--- src/rtl/hud_pkg.sv ---
// Shared HUD definitions: game states, BCD digit type and score glyph placement
// used by both the score sequencer and the digit renderer.
package hud_pkg;

    typedef enum logic [1:0] {
        MENU = 2'd0,
        PLAY = 2'd1,
        OVER = 2'd2
    } game_state_e;

    typedef logic [3:0] bcd_digit_t;

    localparam int NUM_SCORE_DIGITS = 4;

    // Score glyph placement, X measured from the game-view left border.
    localparam int SCORE_Y_ORIGIN = 22;
    localparam int DIGIT_WIDTH    = 13;
    localparam int DIGIT_HEIGHT   = 12;
    localparam int DIGIT_GAP      = 2;
    localparam int SCORE_X_OFFSET = 266;

    localparam logic [1:0] SEQ_IDLE = 2'd0;
    localparam logic [1:0] SEQ_INC  = 2'd1;
    localparam logic [1:0] SEQ_CMP  = 2'd2;

    function automatic logic bcd_is_nine(input bcd_digit_t digit);
        return digit >= 4'd9;
    endfunction

endpackage

--- src/rtl/bcd_digit_incr.sv ---
// Combinational single-digit BCD increment with carry-out; one instance is
// shared by every step of the score carry ripple.
module bcd_digit_incr
    import hud_pkg::*;
(
    input  bcd_digit_t digit_in,
    output bcd_digit_t digit_out,
    output logic       carry_out
);

    always_comb begin
        if (bcd_is_nine(digit_in)) begin
            digit_out = 4'd0;
            carry_out = 1'b1;
        end else begin
            digit_out = digit_in + 4'd1;
            carry_out = 1'b0;
        end
    end

endmodule

--- src/rtl/score_sequencer.sv ---
// BCD game score with per-jump collision cooldown and a one-digit-per-clock
// carry ripple. Define SCORE_BEST_EN to add the session-best register.
module score_sequencer
    import hud_pkg::*;
#(
    parameter int NUM_DIGITS      = NUM_SCORE_DIGITS,
    parameter int COOLDOWN_FRAMES = 16
) (
    input  logic                    clk,
    input  logic                    rst,
    input  logic                    calculation_time,
    input  logic [1:0]              game_state,
    input  logic                    move_collision,
    output logic [NUM_DIGITS*4-1:0] score_bcd,
    output logic                    score_busy,
    output logic                    score_saturated,
    output logic [NUM_DIGITS*4-1:0] best_bcd,
    output logic                    new_best
);

    localparam int CW = $clog2(COOLDOWN_FRAMES + 1);
    localparam int DW = (NUM_DIGITS > 1) ? $clog2(NUM_DIGITS) : 1;
    localparam int SW = NUM_DIGITS * 4;
    localparam logic [SW-1:0] ALL_NINES  = {NUM_DIGITS{4'd9}};
    localparam logic [CW-1:0] COOL_LOAD  = CW'(COOLDOWN_FRAMES - 1);
    localparam logic [DW-1:0] LAST_DIGIT = DW'(NUM_DIGITS - 1);

    logic [1:0]    state_q, state_d;
    logic [DW-1:0] digit_idx_q, digit_idx_d;
    logic [SW-1:0] score_q, score_d;
    logic [CW-1:0] cooldown_q, cooldown_d;
    logic          pending_q, pending_d;
    logic [1:0]    prev_state_q, prev_state_d;

    logic          session_start;
    logic          frame_in_play;
    logic          request;
    logic          cmp_req;
    bcd_digit_t    cur_digit;
    bcd_digit_t    inc_digit;
    logic          inc_carry;

    assign session_start   = (game_state == PLAY) && (prev_state_q != PLAY);
    assign frame_in_play   = calculation_time && (game_state == PLAY);
    assign score_saturated = (score_q == ALL_NINES);
    assign request         = frame_in_play && move_collision && (cooldown_q == '0)
                             && !score_saturated && !session_start;
    assign cur_digit       = score_q[int'(digit_idx_q)*4 +: 4];

    bcd_digit_incr u_digit_incr (
        .digit_in  (cur_digit),
        .digit_out (inc_digit),
        .carry_out (inc_carry)
    );

`ifdef SCORE_BEST_EN
    logic [SW-1:0] best_q, best_d;
    logic          new_best_q, new_best_d;
    logic          over_pending_q, over_pending_d;
    logic          over_edge;

    // Game-over entry is remembered until any running ripple has settled.
    assign over_edge = (game_state == OVER) && (prev_state_q != OVER);
    assign cmp_req   = over_edge || over_pending_q;
    assign best_bcd  = best_q;
    assign new_best  = new_best_q;
`else
    assign cmp_req   = 1'b0;
    assign best_bcd  = '0;
    assign new_best  = 1'b0;
`endif

    always_comb begin
        state_d      = state_q;
        digit_idx_d  = digit_idx_q;
        score_d      = score_q;
        cooldown_d   = cooldown_q;
        pending_d    = pending_q;
        prev_state_d = game_state;
`ifdef SCORE_BEST_EN
        best_d         = best_q;
        new_best_d     = new_best_q;
        over_pending_d = over_pending_q;
`endif

        if (request) begin
            cooldown_d = COOL_LOAD;
        end else if (frame_in_play && score_saturated) begin
            cooldown_d = '0;
        end else if (frame_in_play && (cooldown_q != '0)) begin
            cooldown_d = cooldown_q - 1'b1;
        end

        case (state_q)
            SEQ_IDLE: begin
                pending_d = 1'b0;
                if ((request || pending_q) && !score_saturated) begin
                    state_d     = SEQ_INC;
                    digit_idx_d = '0;
                end else if (cmp_req) begin
                    state_d = SEQ_CMP;
                end
            end
            SEQ_INC: begin
                if (request) begin
                    pending_d = 1'b1;
                end
                // A carry out of the top digit would wrap all-nines, so it is held instead.
                if (inc_carry && (digit_idx_q != LAST_DIGIT)) begin
                    score_d[int'(digit_idx_q)*4 +: 4] = inc_digit;
                    digit_idx_d = digit_idx_q + 1'b1;
                end else begin
                    if (!inc_carry) begin
                        score_d[int'(digit_idx_q)*4 +: 4] = inc_digit;
                    end
                    state_d = cmp_req ? SEQ_CMP : SEQ_IDLE;
                end
            end
`ifdef SCORE_BEST_EN
            SEQ_CMP: begin
                state_d = SEQ_IDLE;
                // Valid BCD orders like plain binary, most significant digit first.
                if (score_q > best_q) begin
                    best_d     = score_q;
                    new_best_d = 1'b1;
                end
            end
`endif
            default: state_d = SEQ_IDLE;
        endcase

`ifdef SCORE_BEST_EN
        if (state_d == SEQ_CMP) begin
            over_pending_d = 1'b0;
        end else if (over_edge) begin
            over_pending_d = 1'b1;
        end
`endif

        if (session_start) begin
            state_d     = SEQ_IDLE;
            digit_idx_d = '0;
            score_d     = '0;
            cooldown_d  = '0;
            pending_d   = 1'b0;
`ifdef SCORE_BEST_EN
            best_d         = best_q;
            new_best_d     = 1'b0;
            over_pending_d = 1'b0;
`endif
        end
    end

    always_ff @(posedge clk) begin
        if (rst) begin
            state_q      <= SEQ_IDLE;
            digit_idx_q  <= '0;
            score_q      <= '0;
            cooldown_q   <= '0;
            pending_q    <= 1'b0;
            prev_state_q <= 2'd0;
        end else begin
            state_q      <= state_d;
            digit_idx_q  <= digit_idx_d;
            score_q      <= score_d;
            cooldown_q   <= cooldown_d;
            pending_q    <= pending_d;
            prev_state_q <= prev_state_d;
        end
    end

`ifdef SCORE_BEST_EN
    always_ff @(posedge clk) begin
        if (rst) begin
            best_q         <= '0;
            new_best_q     <= 1'b0;
            over_pending_q <= 1'b0;
        end else begin
            best_q         <= best_d;
            new_best_q     <= new_best_d;
            over_pending_q <= over_pending_d;
        end
    end
`endif

    assign score_bcd  = score_q;
    assign score_busy = (state_q == SEQ_INC);

endmodule

--- config.mk ---
export PLATFORM = sky130hd
export DESIGN_NAME = score_sequencer
export DESIGN_NICKNAME = d
export VERILOG_FILES = /design/src/rtl/hud_pkg.sv /design/src/rtl/bcd_digit_incr.sv /design/src/rtl/score_sequencer.sv
export SDC_FILE = /design/constraint.sdc
export NUM_CORES = 1
export LEC_CHECK = 0
export CORE_UTILIZATION = 40
export DETAILED_ROUTE_END_ITERATION = 16
export HOLD_SLACK_MARGIN = 0.12
export PLACE_DENSITY = 0.67
export SLEW_MARGIN = 20
export SYNTH_ARGS = -nofsm -noshare
export SYNTH_HDL_FRONTEND = slang
export SYNTH_SLANG_ARGS = --single-unit
export TNS_END_PERCENT = 10
--- constraint.sdc ---
create_clock -name clk -period 6.65 [get_ports clk]
set_clock_uncertainty 0.05 [all_clocks]
set_input_delay 1.33 -clock clk [delete_from_list [all_inputs] [get_ports clk]]
set_output_delay 1.33 -clock clk [all_outputs]
set_load 0.005 [all_outputs]
==> flow_summary.json, run 1 <==
{
  "seq_area_frac_synth": 0.319,
  "hold_path_class": "flop to flop",
  "wirelength_mm": 3.84,
  "clk_latency_ns": 0.27,
  "met3_length_um": 205,
  "antenna_found_initial": 0,
  "crit_slowest_cell": "clkdlybuf4s50_1",
  "setup_tns_ns": 0,
  "syn_area_per_cell_um2": 8.92,
  "vias": 1474,
  "ant_nets": 0,
  "async_reset_ff_frac": 0,
  "crit_arrival_ns": 2.33,
  "diodes": 0,
  "timing_hold_violations_final": 0,
  "place.port_buffers": 23,
  "fmax_mhz": 269,
  "synth_cell_types": 48,
  "nNetsFinal": 229,
  "top_layer": "met4",
  "synth_area_um2": 1700,
  "drt_pre_antenna_iters": 4,
  "worstSetupStartpointType": "flop",
  "wl_per_cell_um": 14.6,
  "ctsHoldBuffers": 0,
  "area_growth_pct": 14.8,
  "rsz0062_at_grt": "no",
  "fp.coreArea_um2": 4030,
  "die_h_um": 67.1,
  "min_path_cells": 2,
  "tritoncts": "done",
  "dp_hpwl_mm": 2.80,
  "critPathBufInv": 1,
  "worstHoldStart": "pending_q",
  "io_pins": 41,
  "ctsResizeCount": 0,
  "synth-edff-count": 0,
  "dp.cells": 258,
  "grt_pass1_wl_mm": 6.45,
  "layout_min_cycle_time_ns": 3.71,
  "nFillCells": 388,
  "cp_slowest_stage_delay_ns": 0.60,
  "synth_ff_type": "dfxtp_1",
  "r2r_slack_ns": 3.51,
  "htreeDepth": 1,
  "p_leak_nw": 0.733,
  "fin_cells": 262,
  "max-vdd-ir-drop_uv": 99.1,
  "wl_met2_mm": 1.75,
  "cts_buffers": 3,
  "power_density_nw_per_um2": 147,
  "grt_pass1_vias": 1362,
  "first_iter_violations": 51,
  "ff2ff_path_depth": 7,
  "max_slew_margin": 0.544,
  "period_share": 0.558,
  "critPathMaxFanout": 8,
  "r2r_start": "digit_idx_q[0]",
  "drv_cap": 0,
  "worstReg2RegEnd": "score_bcd[15]",
  "track_usage": 0.188,
  "yosys_warnings": 0,
  "clock-sinks": 27,
  "gp_congestion": 0.871,
  "drive_above_1_share": 0.0896,
  "cp-end-kind": "output port",
  "dieArea_um2": 4500,
  "wl_met1_mm": 1.80,
  "cts.clk_slew.worst_paths_ns": 0.10,
  "crit_family": "simple AND/OR/NAND/NOR gates",
  "dieWidth_um": 67.1,
  "grt_max_degree": 21,
  "cp.required_ns": 5.27,
  "ys_ff_latch": 27,
  "overflow": 0,
  "worst-setup-path-type": "flop to output port",
  "ctsLongestPathBuffers": 2,
  "whs_endpoint": "pending_q",
  "drc": 0,
  "maxSlewViolCount": 0,
  "final_util": 0.483,
  "crit_path_cell_trace": "or4bb_1 > nor4_4 > clkdlybuf4s50_1",
  "status": "finished clean",
  "report.final.setup_viol": 0,
  "viasPerCell": 5.63,
  "post_cts_buffers": 0,
  "tightest_slew_ns": 0.675,
  "start_util": 0.421,
  "rows": 23,
  "synthCells": 190,
  "cts-root-buf": "clkbuf_8"
}
## per-layer routing
layer | vias to the layer above | track usage
met4 | 0 | 0.0559
li1 | 707 | -
met5 | - | 0
met3 | 7 | 0.0445
met1 | 705 | 0.244
met2 | 55 | 0.308
## layout make-up
type | instances | area [um^2] | area share
multi-input cells | 149 | 1030 | 0.529
clock inverters | 1 | 5.00 | 0.00257
clock buffers | 3 | 41.3 | 0.0212
well taps | 50 | 62.6 | 0.0321
repair buffers | 24 | 238 | 0.122
flip-flops and latches | 27 | 541 | 0.278
inverters | 8 | 30.0 | 0.0154
## cells by family (layout without fill, tap and decap cells)
logic type	Yosys count	in the layout	share of synthesized area
simple gates	71	71	0.238
flops	27	27	0.319
other cells	1	17	0.00221
fa+ha+maj	10	10	0.0738
compound gates	43	43	0.183
xor+xnor	2	2	0.0103
buf+inv	30	36	0.109
mux	6	6	0.0649
## state kept, by name, indices dropped and copies added (netlist names)
signal        cells
pending_q         1
score_bcd        16
cooldown_q        5
state_q           1
prev_state_q      2
digit_idx_q       2
## cell usage in the layout (no fill, tap or decap), types with 4 or more instances in the layout
cell type        netlist  routed
mux4_2                 4       4
a21oi_1               11      11
clkdlybuf4s50_1        0      23
inv_1                  8       8
nand2_1                8       8
nand2b_1               4       4
ha_1                  10      10
o31ai_1                7       7
conb_1                 1      17
nor2_1                20      20
o21ai_0                5       5
nand3_1               16      16
dfxtp_1               27      27
## through the flow
stage	hold slack (ns)	setup slack, ns	instance area [um^2]	power, mW
floorplan	0.387	3.96	1760	0.193
global placement	0.402	3.26	1900	0.194
detailed placement	0.409	3.27	1900	0.194
CTS	0.434	2.96	1950	0.288
global route	0.465	2.86	1950	0.300
finish	0.428	2.94	1950	0.286
## worst register-to-register path, stage by stage, from the launching register on
cell and delay [ns]:
dfxtp_1 0.72, mux4_2 0.70, ha_1 0.22, nand2b_1 0.21, o211ai_2 0.31, nand3_1 0.32, and3_1 0.30, a31o_2 0.21
## where the power goes
part	total (mW)	switching [mW]	internal (mW)
Sequential	0.165	0.00133	0.163
Combinational	0.0257	0.0158	0.00989
Clock	0.0962	0.0541	0.0421
Total	0.286	0.0712	0.215
## Yosys cell counts, drive strengths merged (3+ instances only)
cell type | instances | area [um^2]
and3 | 3 | 18.8
nand2 | 8 | 30.0
o31ai | 7 | 52.6
clkbuf | 3 | 11.3
o21a | 3 | 30.0
o41ai | 3 | 26.3
nor2b | 3 | 18.8
nand3 | 16 | 80.1
nand2b | 5 | 38.8
nor3 | 3 | 15.0
ha | 10 | 125
buf | 19 | 144
mux4 | 4 | 90.1
o21ai | 5 | 25.0
nor2 | 20 | 75.1
inv | 8 | 30.0
a21oi | 11 | 55.1
dfxtp | 27 | 541
## how the worst max path moves through the flow
| stage | from | end | slack (ns) | depth (start not counted) |
|---|---|---|---|---|
| finish | score_bcd[11] | score_saturated | 2.94 | 3 |
| detailed placement | score_bcd[14] | score_saturated | 3.27 | 3 |
| floorplan | score_bcd[11] | score_saturated | 3.96 | 2 |
| global route | score_bcd[11] | score_saturated | 2.86 | 3 |
| global placement | score_bcd[7] | score_saturated | 3.26 | 3 |
| CTS | score_bcd[0] | score_saturated | 2.96 | 3 |
Power figures use the tool's default switching activity.
==> run 2, diff against run 1 <==
- PLACE_DENSITY: 0.67 -> 0.69
- clock period: 6.65 -> 3.1 ns (I/O delays scaled with it)
==> flow_summary.json, run 2 (synthesis results as in run 1) <==
{
  "track_usage": 0.190,
  "maxSlewViolCount": 0,
  "cp_slowest_stage_delay_ns": 0.56,
  "die_h_um": 67.1,
  "setup_tns_ns": 0,
  "post-place-ws_ns": 0.466,
  "report.final.setup_viol": 0,
  "tritoncts": "done",
  "crit_arrival_ns": 2.13,
  "gp_congestion": 0.906,
  "ctsResizeCount": 0,
  "multi_input_area_um2": 1030,
  "post_cts_buffers": 0,
  "p_leak_nw": 0.753,
  "tightest_slew_ns": 0.701,
  "io_pins": 41,
  "crit_path_cell_trace": "or4bb_1 > nor4_4 > clkdlybuf4s50_1",
  "dieWidth_um": 67.1,
  "seq_area_um2": 541,
  "r2r_slack_ns": 0.44,
  "grt_max_degree": 24,
  "clk_latency_ns": 0.28,
  "crit_slowest_cell": "clkdlybuf4s50_1",
  "grt_pass1_vias": 1308,
  "antenna_found_initial": 0,
  "drive_above_1_share": 0.106,
  "ctsLongestPathBuffers": 2,
  "mostFrequentLayoutCells": "dfxtp_1 (27), clkdlybuf4s50_1 (23), nor2_1 (20)",
  "wirelength_mm": 3.94,
  "power_density_nw_per_um2": 311,
  "worstSetupStartpointType": "flop",
  "fin_cells": 266,
  "ctsHoldBuffers": 0,
  "cts-root-buf": "clkbuf_8",
  "drv_cap": 0,
  "ant_nets": 0,
  "min_path_cells": 2,
  "diodes": 0,
  "whs_ns": 0.440,
  "fmax_mhz": 357,
  "area_growth_pct": 16.6,
  "rows": 23,
  "vias": 1501,
  "wl_per_cell_um": 14.8,
  "cts_buffers": 3,
  "nFillCells": 393,
  "start_util": 0.421,
  "fp.coreArea_um2": 4030,
  "period_share": 0.905,
  "ff2ff_path_depth": 7,
  "grt_pass1_wl_mm": 6.32,
  "p_total_mw": 0.614,
  "max-vdd-ir-drop_uv": 239,
  "timing_hold_violations_final": 0,
  "status": "finished clean",
  "nNetsFinal": 233,
  "final_common_cell": "dfxtp_1",
  "dp_hpwl_mm": 2.86,
  "first_iter_violations": 79,
  "dieArea_um2": 4500,
  "dp.cells": 262,
  "cp.required_ns": 2.43,
  "drt_pre_antenna_iters": 4,
  "clock-sinks": 27,
  "hold_path_class": "flop to flop",
  "max_slew_margin": 0.526,
  "place.port_buffers": 23,
  "viasPerCell": 5.64,
  "rsz0062_at_grt": "no",
  "drc": 0,
  "overflow": 0,
  "layout_setup_ws_ns": 0.296,
  "cts.clk_slew.worst_paths_ns": 0.09,
  "critPathMaxFanout": 4,
  "layout_min_cycle_time_ns": 2.80,
  "largest_reg_flops": 16,
  "cp-end-kind": "output port",
  "htreeDepth": 1,
  "worst-setup-path-type": "flop to output port"
}
run 2: cell count changes in the layout (fill, tap and decap cells not counted):
cell | before | now
buf_4 | 1 | 5
run 2: cell type report:
cell class              count  share of cell area
multi-input cells         149               0.521
flip-flops and latches     27               0.273
repair buffers             28               0.135
well taps                  50              0.0316
clock buffers               3              0.0209
inverters                   8              0.0152
clock inverters             1             0.00253
run 2: path summary, 6_finish.rpt:
| check | startpoint | to |
|---|---|---|
| worst min-delay path | pending_q | pending_q |
| worst max-delay path | score_bcd[11] | score_saturated |
| worst max register to register | digit_idx_q[0] | score_bcd[15] |
| worst min register to register | pending_q | pending_q |
run 2: worst max-delay path: cells and delay by family (launching register included):
kind,cells,cell delay (ns)
buf+inv,1,0.56
flops,1,0.40
simple gates,2,0.90
run 2: through the flow:
stage / instance area, um^2 / utilization
after floorplan: 1760 / -
after global placement: 1930 / 0.479
after detailed placement: 1930 / 0.479
after CTS: 1980 / 0.491
after global routing: 1980 / 0.491
final: 1980 / 0.491
run 2: per-layer routing:
metal	share of wire	up-vias	global-route usage
met5	0	-	0
met4	0.016	0	0.0878
met3	0.066	7	0.0274
met2	0.46	78	0.303
met1	0.46	696	0.252
li1	-	720	-
run 2: power breakdown:
part / total [mW] / switching (mW) / leakage [nW] / internal [mW]
logic: 0.0561 / 0.0343 / 0.510 / 0.0218
clock network: 0.206 / 0.115 / 0.0255 / 0.0904
registers: 0.353 / 0.00259 / 0.218 / 0.350
